### src/rtl/sh7604_pkg.sv
// rtl/sh7604_pkg.sv - shared types and match helpers for the SH7604 user break controller
package sh7604_pkg;

    typedef enum logic [1:0] {
        ST_IDLE  = 2'd0,
        ST_SEQ_A = 2'd1,
        ST_PEND  = 2'd2
    } ubc_state_e;

    typedef struct packed {
        logic [7:0] rsv;
        logic [1:0] cp;
        logic [1:0] id;
        logic [1:0] rw;
        logic [1:0] sz;
    } bbr_t;

    typedef struct packed {
        logic       cmfca;
        logic       cmfpa;
        logic       ebba;
        logic       umd;
        logic       rsv11;
        logic       pcba;
        logic [1:0] rsv9_8;
        logic       cmfcb;
        logic       cmfpb;
        logic       rsv5;
        logic       seq;
        logic       dbeb;
        logic       pcbb;
        logic [1:0] rsv1_0;
    } brcr_t;

    // 01 selects the first cycle kind, 10 the second, 11 either; 00 never matches
    function automatic logic field_hit(input logic [1:0] f, input logic second);
        return (f == 2'b11) || (f == 2'b01 && !second) || (f == 2'b10 && second);
    endfunction

    // Size field: 00 no size condition, 01 byte, 10 word, 11 long
    function automatic logic size_hit(input logic [1:0] f, input logic [1:0] sz);
        logic hit;
        case (f)
            2'b00:   hit = 1'b1;
            2'b01:   hit = (sz == 2'b00);
            2'b10:   hit = (sz == 2'b01);
            default: hit = (sz == 2'b10);
        endcase
        return hit;
    endfunction

    // Big-endian byte lanes: byte address 0 drives bits 31:24
    function automatic logic [31:0] lane_mask(input logic [1:0] sz, input logic [1:0] a);
        logic [31:0] m;
        case (sz)
            2'b00:   m = 32'hFF00_0000 >> {a, 3'b000};
            2'b01:   m = a[1] ? 32'h0000_FFFF : 32'hFFFF_0000;
            default: m = 32'hFFFF_FFFF;
        endcase
        return m;
    endfunction

endpackage

### src/rtl/sh7604_ubc_cmp.sv
// rtl/sh7604_ubc_cmp.sv - one break channel comparator (address, bus cycle, optional data)
module sh7604_ubc_cmp
    import sh7604_pkg::*;
#(
    parameter bit DATA_CMP = 1'b0
) (
    input  logic        MON_VALID,
    input  logic [31:0] MON_A,
    input  logic [31:0] MON_D,
    input  logic        MON_DMA,
    input  logic        MON_IF,
    input  logic        MON_WE,
    input  logic [1:0]  MON_SZ,
    input  logic [31:0] BAR,
    input  logic [31:0] BAMR,
    input  logic [15:0] BBR,
    input  logic [31:0] BDR,
    input  logic [31:0] BDMR,
    input  logic        DBE,
    output logic        MATCH
);

    bbr_t bbr;
    logic addr_ok;
    logic bus_ok;
    logic data_ok;
    logic unused_bbr;

    assign bbr        = BBR;
    assign unused_bbr = ^bbr.rsv;

    assign addr_ok = (((MON_A ^ BAR) & ~BAMR) == 32'h0);

    assign bus_ok = field_hit(bbr.cp, MON_DMA)
                  & field_hit(bbr.id, ~MON_IF)
                  & field_hit(bbr.rw, MON_WE)
                  & size_hit(bbr.sz, MON_SZ);

    // Data compare only qualifies data cycles; fetches pass on address alone
    assign data_ok = !(DATA_CMP && DBE && !MON_IF)
                   || (((MON_D ^ BDR) & ~BDMR & lane_mask(MON_SZ, MON_A[1:0])) == 32'h0);

    assign MATCH = MON_VALID & addr_ok & bus_ok & data_ok;

endmodule

### src/rtl/sh7604_ubc_brk.sv
// rtl/sh7604_ubc_brk.sv - SH7604 user break controller: two channels, sequential mode, level-15 request
module sh7604_ubc_brk
    import sh7604_pkg::*;
#(
    parameter int DISABLE = 0
) (
    input  logic        CLK,
    input  logic        RST_N,
    input  logic        CE_R,
    input  logic        EN,
    input  logic        RES_N,
    input  logic [31:0] BARA,
    input  logic [31:0] BAMRA,
    input  logic [31:0] BARB,
    input  logic [31:0] BAMRB,
    input  logic [31:0] BDRB,
    input  logic [31:0] BDMRB,
    input  logic [15:0] BBRA,
    input  logic [15:0] BBRB,
    input  logic [15:0] BRCR,
    input  logic        MON_VALID,
    input  logic [31:0] MON_A,
    input  logic [31:0] MON_D,
    input  logic        MON_DMA,
    input  logic        MON_IF,
    input  logic        MON_WE,
    input  logic [1:0]  MON_SZ,
    output logic        IRQ,
    input  logic        IRQ_ACK,
    output logic        CMFA_SET,
    output logic        CMFB_SET,
    output logic        FLAG_DMA
);

    localparam bit ACTIVE = (DISABLE == 0);

    brcr_t      brcr;
    logic       match_a;
    logic       match_b;
    ubc_state_e state_q;
    ubc_state_e state_d;
    logic       pulse_a_q;
    logic       pulse_b_q;
    logic       dma_q;
    logic       unused_brcr;

    assign brcr        = BRCR;
    assign unused_brcr = ^{BRCR[15:5], BRCR[2:0]};

    sh7604_ubc_cmp #(.DATA_CMP(1'b0)) u_cmp_a (
        .MON_VALID (MON_VALID),
        .MON_A     (MON_A),
        .MON_D     (MON_D),
        .MON_DMA   (MON_DMA),
        .MON_IF    (MON_IF),
        .MON_WE    (MON_WE),
        .MON_SZ    (MON_SZ),
        .BAR       (BARA),
        .BAMR      (BAMRA),
        .BBR       (BBRA),
        .BDR       (32'h0),
        .BDMR      (32'h0),
        .DBE       (1'b0),
        .MATCH     (match_a)
    );

    sh7604_ubc_cmp #(.DATA_CMP(1'b1)) u_cmp_b (
        .MON_VALID (MON_VALID),
        .MON_A     (MON_A),
        .MON_D     (MON_D),
        .MON_DMA   (MON_DMA),
        .MON_IF    (MON_IF),
        .MON_WE    (MON_WE),
        .MON_SZ    (MON_SZ),
        .BAR       (BARB),
        .BAMR      (BAMRB),
        .BBR       (BBRB),
        .BDR       (BDRB),
        .BDMR      (BDMRB),
        .DBE       (brcr.dbeb),
        .MATCH     (match_b)
    );

    // A and B on the same cycle in sequential mode only arms; B must come later
    always_comb begin
        state_d = state_q;
        case (state_q)
            ST_IDLE: begin
                if (brcr.seq) begin
                    if (match_a) state_d = ST_SEQ_A;
                end else if (match_a || match_b) begin
                    state_d = ST_PEND;
                end
            end
            ST_SEQ_A: if (match_b) state_d = ST_PEND;
            ST_PEND:  if (IRQ_ACK) state_d = ST_IDLE;
            default:  state_d = ST_IDLE;
        endcase
    end

    always_ff @(posedge CLK or negedge RST_N) begin
        if (!RST_N) begin
            state_q   <= ST_IDLE;
            pulse_a_q <= 1'b0;
            pulse_b_q <= 1'b0;
            dma_q     <= 1'b0;
        end else if (CE_R) begin
            if (!RES_N) begin
                state_q   <= ST_IDLE;
                pulse_a_q <= 1'b0;
                pulse_b_q <= 1'b0;
                dma_q     <= 1'b0;
            end else if (EN) begin
                state_q   <= state_d;
                pulse_a_q <= match_a;
                pulse_b_q <= match_b;
                dma_q     <= MON_DMA & (match_a | match_b);
            end else begin
                pulse_a_q <= 1'b0;
                pulse_b_q <= 1'b0;
                dma_q     <= 1'b0;
            end
        end
    end

    assign IRQ      = ACTIVE && (state_q == ST_PEND);
    assign CMFA_SET = ACTIVE && CE_R && pulse_a_q;
    assign CMFB_SET = ACTIVE && CE_R && pulse_b_q;
    assign FLAG_DMA = ACTIVE && CE_R && dma_q;

endmodule
### config.mk
export PLATFORM = sky130hd
export DESIGN_NAME = sh7604_ubc_brk
export DESIGN_NICKNAME = d
export VERILOG_FILES = /design/src/rtl/sh7604_pkg.sv /design/src/rtl/sh7604_ubc_cmp.sv /design/src/rtl/sh7604_ubc_brk.sv
export SDC_FILE = /design/constraint.sdc
export NUM_CORES = 1
export LEC_CHECK = 0
export ABC_AREA = 0
export CORE_AREA = 2 2 123 125
export DETAILED_ROUTE_END_ITERATION = 10
export DIE_AREA = 0 0 125 127
export RECOVER_POWER = 25
export SYNTH_ARGS = -nofsm -noshare
export SYNTH_HDL_FRONTEND = slang
export SYNTH_SLANG_ARGS = --single-unit
### constraint.sdc
create_clock -name CLK -period 4.9 [get_ports CLK]
set_clock_uncertainty 0.2 [all_clocks]
set_input_delay 0.49 -clock CLK [delete_from_list [all_inputs] [get_ports CLK]]
set_output_delay 0.49 -clock CLK [all_outputs]
set_load 0.005 [all_outputs]
After elaboration in Yosys (flattened, before gate mapping)
Index checks and enable logic that the tools add are counted.
{ "op_classes": {"n_addsub": 0, "multipliers": 0, "div_mod_pow": 0, "magnitude_cmp": 0, "n_eq_ne": 31, "shifts": 1, "n_mux": 18, "bitwise": 24, "n_reduce_logical": 42} }
{ "op_table": {"columns": ["op", "n"], "rows": [
  ["32-bit AND", 4],
  ["32-bit logical NOT", 3],
  ["32-bit NOT", 3],
  ["32-bit bitwise XOR", 3],
  ["32-bit case mux with 2 select lines", 1],
  ["2-bit == test (second input constant)", 16],
  ["32-bit 2-to-1 mux", 1],
  ["32-bit by 5-bit >> shifter with 32-bit output (first input constant)", 1],
  ["2-bit by 1-bit == test with 1-bit output (second input constant)", 10],
  ["1-bit logical AND", 16],
  ["1-bit logical OR", 14],
  ["2-bit 2-to-1 mux", 7],
  ["1-bit AND", 12],
  ["2-bit logical NOT", 4],
  ["4-bit != test (second input constant)", 2],
  ["1-bit 2-to-1 mux", 6],
  ["1-bit case mux with 3 select lines", 2],
  ["2-bit case mux with 3 select lines", 1],
  ["6-bit AND reduction", 1],
  ["1-bit logical NOT", 4],
  ["3-bit by 2-bit != test with 1-bit output (second input constant)", 1],
  ["3-bit != test (second input constant)", 1],
  ["2-bit != test (second input constant)", 1],
  ["1-bit NOT", 1],
  ["1-bit bitwise OR", 1]
]} }
{ "totals": {"ff_bits": 5, "latch_bits": 0, "ramBits": 0, "mem_bits_ro": 0, "output_inout_bits": 4, "mem_count": 0} }

Logic depth before layout (Yosys ltp)
{ "depth": {"word_depth": 15, "mapped_depth": 9} }

By module
A second synthesis with hierarchy kept.
{ "unflattened": {"cells_unflattened": 226, "hier_area_um2": 1795.5} }
{ "by_module_without_submodules": {"columns": ["mod", "n_inst", "cells_per_inst", "area_each_um2"], "rows": [
  ["sh7604_ubc_cmp at u_cmp_b", 1, 129, 997.2],
  ["sh7604_ubc_cmp at u_cmp_a", 1, 66, 505.5],
  ["sh7604_ubc_brk", 1, 31, 292.8]
]} }

Worst setup path before layout
Ideal clock, no wire load.
{ "synth_timing": {"kind": "input -> register", "from": "input port MON_SZ[1]", "to": "register state_q[0]", "setup_ns": 0.124, "arrival_time_ns": 1.878, "setup_slack_ns": 2.698, "stages": 8, "n_path_buf": 1, "cell_sequence": "buf_2 > nand2b_1 > a21oi_1 > a21oi_1 > or3_1 > nor3_2 > a21oi_1 > a211o_1"} }
{ "synth_between": {"elab_chain_cells": 9, "elab_cells_between_ends": 19} }
{ "synth_rtl": {"columns": ["item", "line", "source"], "rows": [
  ["start, declared", "sh7604_ubc_brk.sv:27", "input logic [1:0] MON_SZ,"],
  ["2-bit by 1-bit == test with 1-bit output or 2-bit logical NOT (tied branches)", "sh7604_pkg.sv:46, sh7604_pkg.sv:55, sh7604_pkg.sv:45", null],
  ["32-bit case mux with 2 select lines", "sh7604_pkg.sv:55", "case (sz)"],
  ["32-bit AND", "sh7604_ubc_cmp.sv:41", "|| (((MON_D ^ BDR) & ~BDMR & lane_mask(MON_SZ, MON_A[1:0])) == 32'h0);"],
  ["32-bit logical NOT", "sh7604_ubc_cmp.sv:41", null],
  ["1-bit logical OR", "sh7604_ubc_cmp.sv:41", null],
  ["1-bit AND", "sh7604_ubc_cmp.sv:43", "assign MATCH = MON_VALID & addr_ok & bus_ok & data_ok;"],
  ["1-bit logical OR", "sh7604_ubc_brk.sv:91", "end else if (match_a || match_b) begin"],
  ["4-bit != test (no source line)", null, null],
  ["6-bit AND reduction (no source line) *", null, null],
  ["end signal, assigned", "sh7604_ubc_brk.sv:114", "state_q <= state_d;"],
  ["end, declared", "sh7604_ubc_brk.sv:40", "ubc_state_e state_q;"]
]} }
Mark *: on every way between the ends. The rest lies on a longest branch, timed or not.
A chain may end at the register's enable or synchronous reset.

Final worst setup path
{ "layout_timing": {"from": "input port MON_A[7]", "to": "register state_q[1]"} }
{ "layout_between": {"elab_chain_cells": 9, "elab_cells_between_ends": 16} }
{ "layout_rtl": {"columns": ["item", "line", "source"], "rows": [
  ["start, declared", "sh7604_ubc_brk.sv:22", "input logic [31:0] MON_A,"],
  ["32-bit bitwise XOR", "sh7604_ubc_cmp.sv:32", "assign addr_ok = (((MON_A ^ BAR) & ~BAMR) == 32'h0);"],
  ["32-bit AND", "sh7604_ubc_cmp.sv:32", null],
  ["32-bit logical NOT", "sh7604_ubc_cmp.sv:32", null],
  ["1-bit AND (3 in a row)", "sh7604_ubc_cmp.sv:43", null],
  ["1-bit logical OR", "sh7604_ubc_brk.sv:91", null],
  ["4-bit != test (no source line)", null, null],
  ["6-bit AND reduction (no source line) *", null, null]
]} }
Marked as above.

==> run_summary.xml <==
<?xml version="1.0" encoding="UTF-8"?>
<metrics>
  <group name="worst_setup_path">
    <metric name="crit_chain" unit="">clkdlybuf4s50_1 -&gt; xnor2_1 -&gt; o22ai_1 -&gt; or4_1 -&gt; nor4_2 -&gt; and4_1 -&gt; and2b_1 -&gt; a21oi_1 -&gt; o21ai_2</metric>
    <metric name="reg2reg_launch_point" unit="">state_q[0]</metric>
    <metric name="critical_path.endpoint_type" unit="">flip-flop</metric>
    <metric name="cpMaxStageDelayCell" unit="">clkdlybuf4s50_1</metric>
    <metric name="crit_arrival" unit="ps">2700</metric>
    <metric name="reg2reg_depth" unit="">7</metric>
    <metric name="reg2reg_to" unit="">state_q[0]</metric>
    <metric name="endpoint_of_the_worst_setup_timing_path" unit="">state_q[1]</metric>
    <metric name="cp_slowest_stage_delay" unit="ps">550</metric>
    <metric name="critPathLaunchType" unit="">input port</metric>
    <metric name="path_max_fanout" unit="">4</metric>
    <metric name="critical_path_required" unit="ps">4850</metric>
    <metric name="critPathKind" unit="">input port to flip-flop</metric>
    <metric name="startpoint" unit="">MON_A[7]</metric>
    <metric name="reg2reg_slack" unit="ps">3150</metric>
  </group>
  <group name="synthesis">
    <metric name="synth_warnings" unit="">0</metric>
    <metric name="synth_seq_cells" unit="">5</metric>
    <metric name="netlist.top_cell.by_area" unit="">xnor2_1</metric>
    <metric name="synth_cells" unit="">227</metric>
    <metric name="ys_types" unit="">32</metric>
    <metric name="area_share_of_the_leading_cell_type_in_the_synthesized_netlist" unit="%">48.2</metric>
    <metric name="syn_avg_cell_area" unit="um2">7.68</metric>
    <metric name="synthesis.nets" unit="">543</metric>
    <metric name="synth_sequential_area_ratio" unit="%">7.18</metric>
    <metric name="synth.top_cells.by_area" unit="">xnor2_1, o22ai_1, dfrtp_1, nor4_1, a21oi_1</metric>
    <metric name="synthesis.area" unit="mm2">0.00174</metric>
  </group>
  <group name="run">
    <metric name="drv.max_cap_violation_count" unit="">0</metric>
  </group>
  <group name="grt">
    <metric name="first_global_vias" unit="">3035</metric>
    <metric name="first_pass_grt_wire_length" unit="mm">16.1</metric>
    <metric name="globalRoute.totalOverflow" unit="">0</metric>
    <metric name="grt_use_total" unit="%">13.0</metric>
    <metric name="antenna_violations_before_repair" unit="">0</metric>
    <metric name="groute.layer.met1.usage" unit="%">15.6</metric>
    <metric name="grt_most_used_layer" unit="">met2</metric>
    <metric name="grt_max_degree" unit="">10</metric>
    <metric name="globalRouteMet2Util" unit="%">25.1</metric>
    <metric name="met3_track_demand_over_resource" unit="%">2.22</metric>
  </group>
  <group name="route">
    <metric name="ant_nets" unit="">0</metric>
    <metric name="avgViaCountPerCell" unit="">4.00</metric>
    <metric name="detailroute.via_count" unit="">2810</metric>
    <metric name="wirelength" unit="mm">11.2</metric>
    <metric name="drt_drc_violations_left" unit="">0</metric>
    <metric name="drt_iter0_drc" unit="">73</metric>
    <metric name="post_drt_wl_per_cell" unit="um">15.9</metric>
    <metric name="drt_first_pass_iters" unit="">4</metric>
  </group>
  <group name="sta">
    <metric name="final_hold_viol_count" unit="">0</metric>
    <metric name="setup_viol" unit="">0</metric>
    <metric name="setup_tns" unit="ps">0</metric>
    <metric name="max_freq" unit="GHz">0.363</metric>
    <metric name="unrepaired_setup_endpoints_after_global_routing" unit="">no</metric>
    <metric name="fin_crit_sh" unit="%">56.2</metric>
    <metric name="tightest_slew" unit="ps">525</metric>
    <metric name="worst_slew_slack_as_a_fraction_of_its_limit" unit="%">64.7</metric>
    <metric name="final.min_clock_period" unit="ps">2750</metric>
    <metric name="max_transition_viols_final" unit="">0</metric>
  </group>
  <group name="clocking">
    <metric name="cts-hold-fix-buffers" unit="">0</metric>
    <metric name="postCtsSetupBuffers" unit="">0</metric>
    <metric name="cts_root_buf" unit="">clkbuf_16</metric>
    <metric name="cts_resized" unit="">0</metric>
    <metric name="max_h_tree_level" unit="">1</metric>
    <metric name="tritoncts_clock_tree" unit="">built</metric>
    <metric name="insertion_delay" unit="ps">220</metric>
    <metric name="numCtsBuffers" unit="">3</metric>
    <metric name="worst_setup_hold_path_clk_slew" unit="ps">30</metric>
    <metric name="cts_max_path_buffers" unit="">2</metric>
    <metric name="clock_sinks" unit="">5</metric>
  </group>
  <group name="floorplanning">
    <metric name="pin_count" unit="">320</metric>
    <metric name="floorplan.die.width" unit="um">125</metric>
    <metric name="floorplan.die_area" unit="mm2">0.0159</metric>
    <metric name="design.core.area" unit="mm2">0.0144</metric>
    <metric name="core.rowCount" unit="">44</metric>
    <metric name="die_height" unit="um">127</metric>
    <metric name="start_util" unit="%">12.1</metric>
  </group>
  <group name="power_and_ir_drop">
    <metric name="finalPower" unit="uW">573</metric>
    <metric name="pwr_density_cell" unit="mW/mm2">116</metric>
    <metric name="total_leakage_power" unit="nW">1.66</metric>
    <metric name="proportion_of_power_drawn_by_flip_flops_and_latches" unit="%">7.3</metric>
    <metric name="net-switching-power" unit="uW">145</metric>
    <metric name="switching_share" unit="%">25.2</metric>
    <metric name="p_clk_share" unit="%">23.3</metric>
    <metric name="p_comb_share" unit="%">69.4</metric>
    <metric name="internal_power" unit="uW">429</metric>
    <metric name="worst_ir_drop_vdd" unit="mV">0.0903</metric>
  </group>
  <group name="placement">
    <metric name="dp.final_hpwl" unit="mm">10.5</metric>
    <metric name="dpl_cell_area" unit="mm2">0.00486</metric>
    <metric name="placed_cells_incl_taps" unit="">699</metric>
    <metric name="place.gp.congestion" unit="">0.893</metric>
    <metric name="portBuffers" unit="">289</metric>
  </group>
  <group name="cells_and_area">
    <metric name="nNetsFinal" unit="">836</metric>
    <metric name="regArea" unit="um2">125</metric>
    <metric name="post_route_cells_drive_above_1_share" unit="%">1.16</metric>
    <metric name="multi_input_area" unit="mm2">0.00159</metric>
    <metric name="mostFrequentLayoutCell" unit="">clkdlybuf4s50_1</metric>
    <metric name="inserted_diodes" unit="">0</metric>
    <metric name="fillerInstances" unit="">1525</metric>
    <metric name="count_of_non_filler_cells_in_the_finished_layout" unit="">703</metric>
    <metric name="utilization" unit="%">34.2</metric>
    <metric name="finished_cell_area" unit="mm2">0.00494</metric>
    <metric name="top_library_cells_by_usage_in_the_layout_fill_and_taps_aside" unit="">clkdlybuf4s50_1, xnor2_1, o22ai_1, a21oi_1, nor4_1</metric>
    <metric name="flow.area_growth_from_synthesis" unit="%">183</metric>
  </group>
  <group name="hold_path">
    <metric name="hold_path_class" unit="">flip-flop to flip-flop</metric>
  </group>
  <group name="status">
    <metric name="status" unit="">finished, final reports clean</metric>
  </group>
</metrics>
## synth_stat cells
| cell | count |
|---|---|
| or3_1 | 1 |
| buf_2 | 1 |
| inv_1 | 6 |
| nor2_1 | 3 |
| o21ai_2 | 1 |
| o211ai_1 | 1 |
| a21oi_1 | 8 |
| o21ai_0 | 7 |
| nand4_1 | 3 |
| and4b_1 | 1 |
| nor3_1 | 3 |
| nor4_1 | 8 |
| xnor2_1 | 96 |
| nor3b_1 | 2 |
| nand2_1 | 6 |
| nor3_2 | 1 |
| mux2i_1 | 4 |
| nand3b_1 | 1 |
| a211o_1 | 2 |
| and2_1 | 2 |
| nand2b_1 | 4 |
| and2b_1 | 1 |
| or4_1 | 2 |
| o21ai_1 | 1 |
| o22ai_1 | 48 |
| dfrtp_1 | 5 |
| o2111ai_1 | 2 |
| nand3_1 | 3 |
| o2bb2ai_1 | 1 |
| nor2b_1 | 1 |
| and4_1 | 1 |
| nor4_2 | 1 |
## power groups by stage
stage                     clock network (mW)  logic [mW]  registers [mW]
after floorplan                            0       0.117          0.0422
after global placement                     0       0.398          0.0422
after detailed placement                   0       0.401          0.0422
after CTS                              0.135       0.403          0.0417
after global routing                   0.140       0.428          0.0417
final                                  0.134       0.398          0.0417
## state kept, by name, summed over array words and instances (netlist names)
name / flops
dma_q: 1
pulse_b_q: 1
state_q: 2
pulse_a_q: 1
## worst max-delay path: cells and delay by family
kind / cells / cell delay, ps
AO/OA/AOI/OAI: 3 / 260
XOR/XNOR: 1 / 140
AND/OR/NAND/NOR: 4 / 1260
buffers and inverters: 1 / 550
## metal layers
layer | vias up | routed length, um
li1 | 1433 | -
met2 | 114 | 5940
met5 | - | 0
met4 | 0 | 42
met1 | 1257 | 4460
met3 | 6 | 750
## worst min path at each step
stage | cells after the start | slack [ps] | endpoint | start
after floorplan | 0 | -6 | dma_q | RST_N
after global placement | 1 | 260 | dma_q | dma_q
after detailed placement | 1 | 280 | dma_q | dma_q
after CTS | 1 | 290 | dma_q | dma_q
after global routing | 1 | 300 | dma_q | dma_q
final | 1 | 290 | dma_q | dma_q
## layout make-up
class                   instances  share of cell area (%)
inverters                       6                   0.456
flip-flops and latches          5                    2.53
multi-input cells             215                    32.2
well taps                     184                    4.66
repair buffers                289                    58.6
clock buffers                   4                    1.60
## kinds of logic (layout without fill, tap and decap cells)
group	count (synthesis)	after routing	synth area share, %
flip-flops	5	5	7.18
AO/OA/AOI/OAI	71	71	25.3
buffers and inverters	7	299	1.58
multiplexers	4	4	2.30
AND/OR/NAND/NOR	44	44	15.4
XOR/XNOR	96	96	48.2
## stage by stage
| step | worst slack, ps | hold slack, ps |
|---|---|---|
| after CTS | 1990 | 290 |
| final | 2150 | 286 |
| after floorplan | 2700 | -5.59 |
| after detailed placement | 1760 | 278 |
| after global routing | 1920 | 303 |
| after global placement | 1820 | 264 |
(Power assumes the default switching activity.)
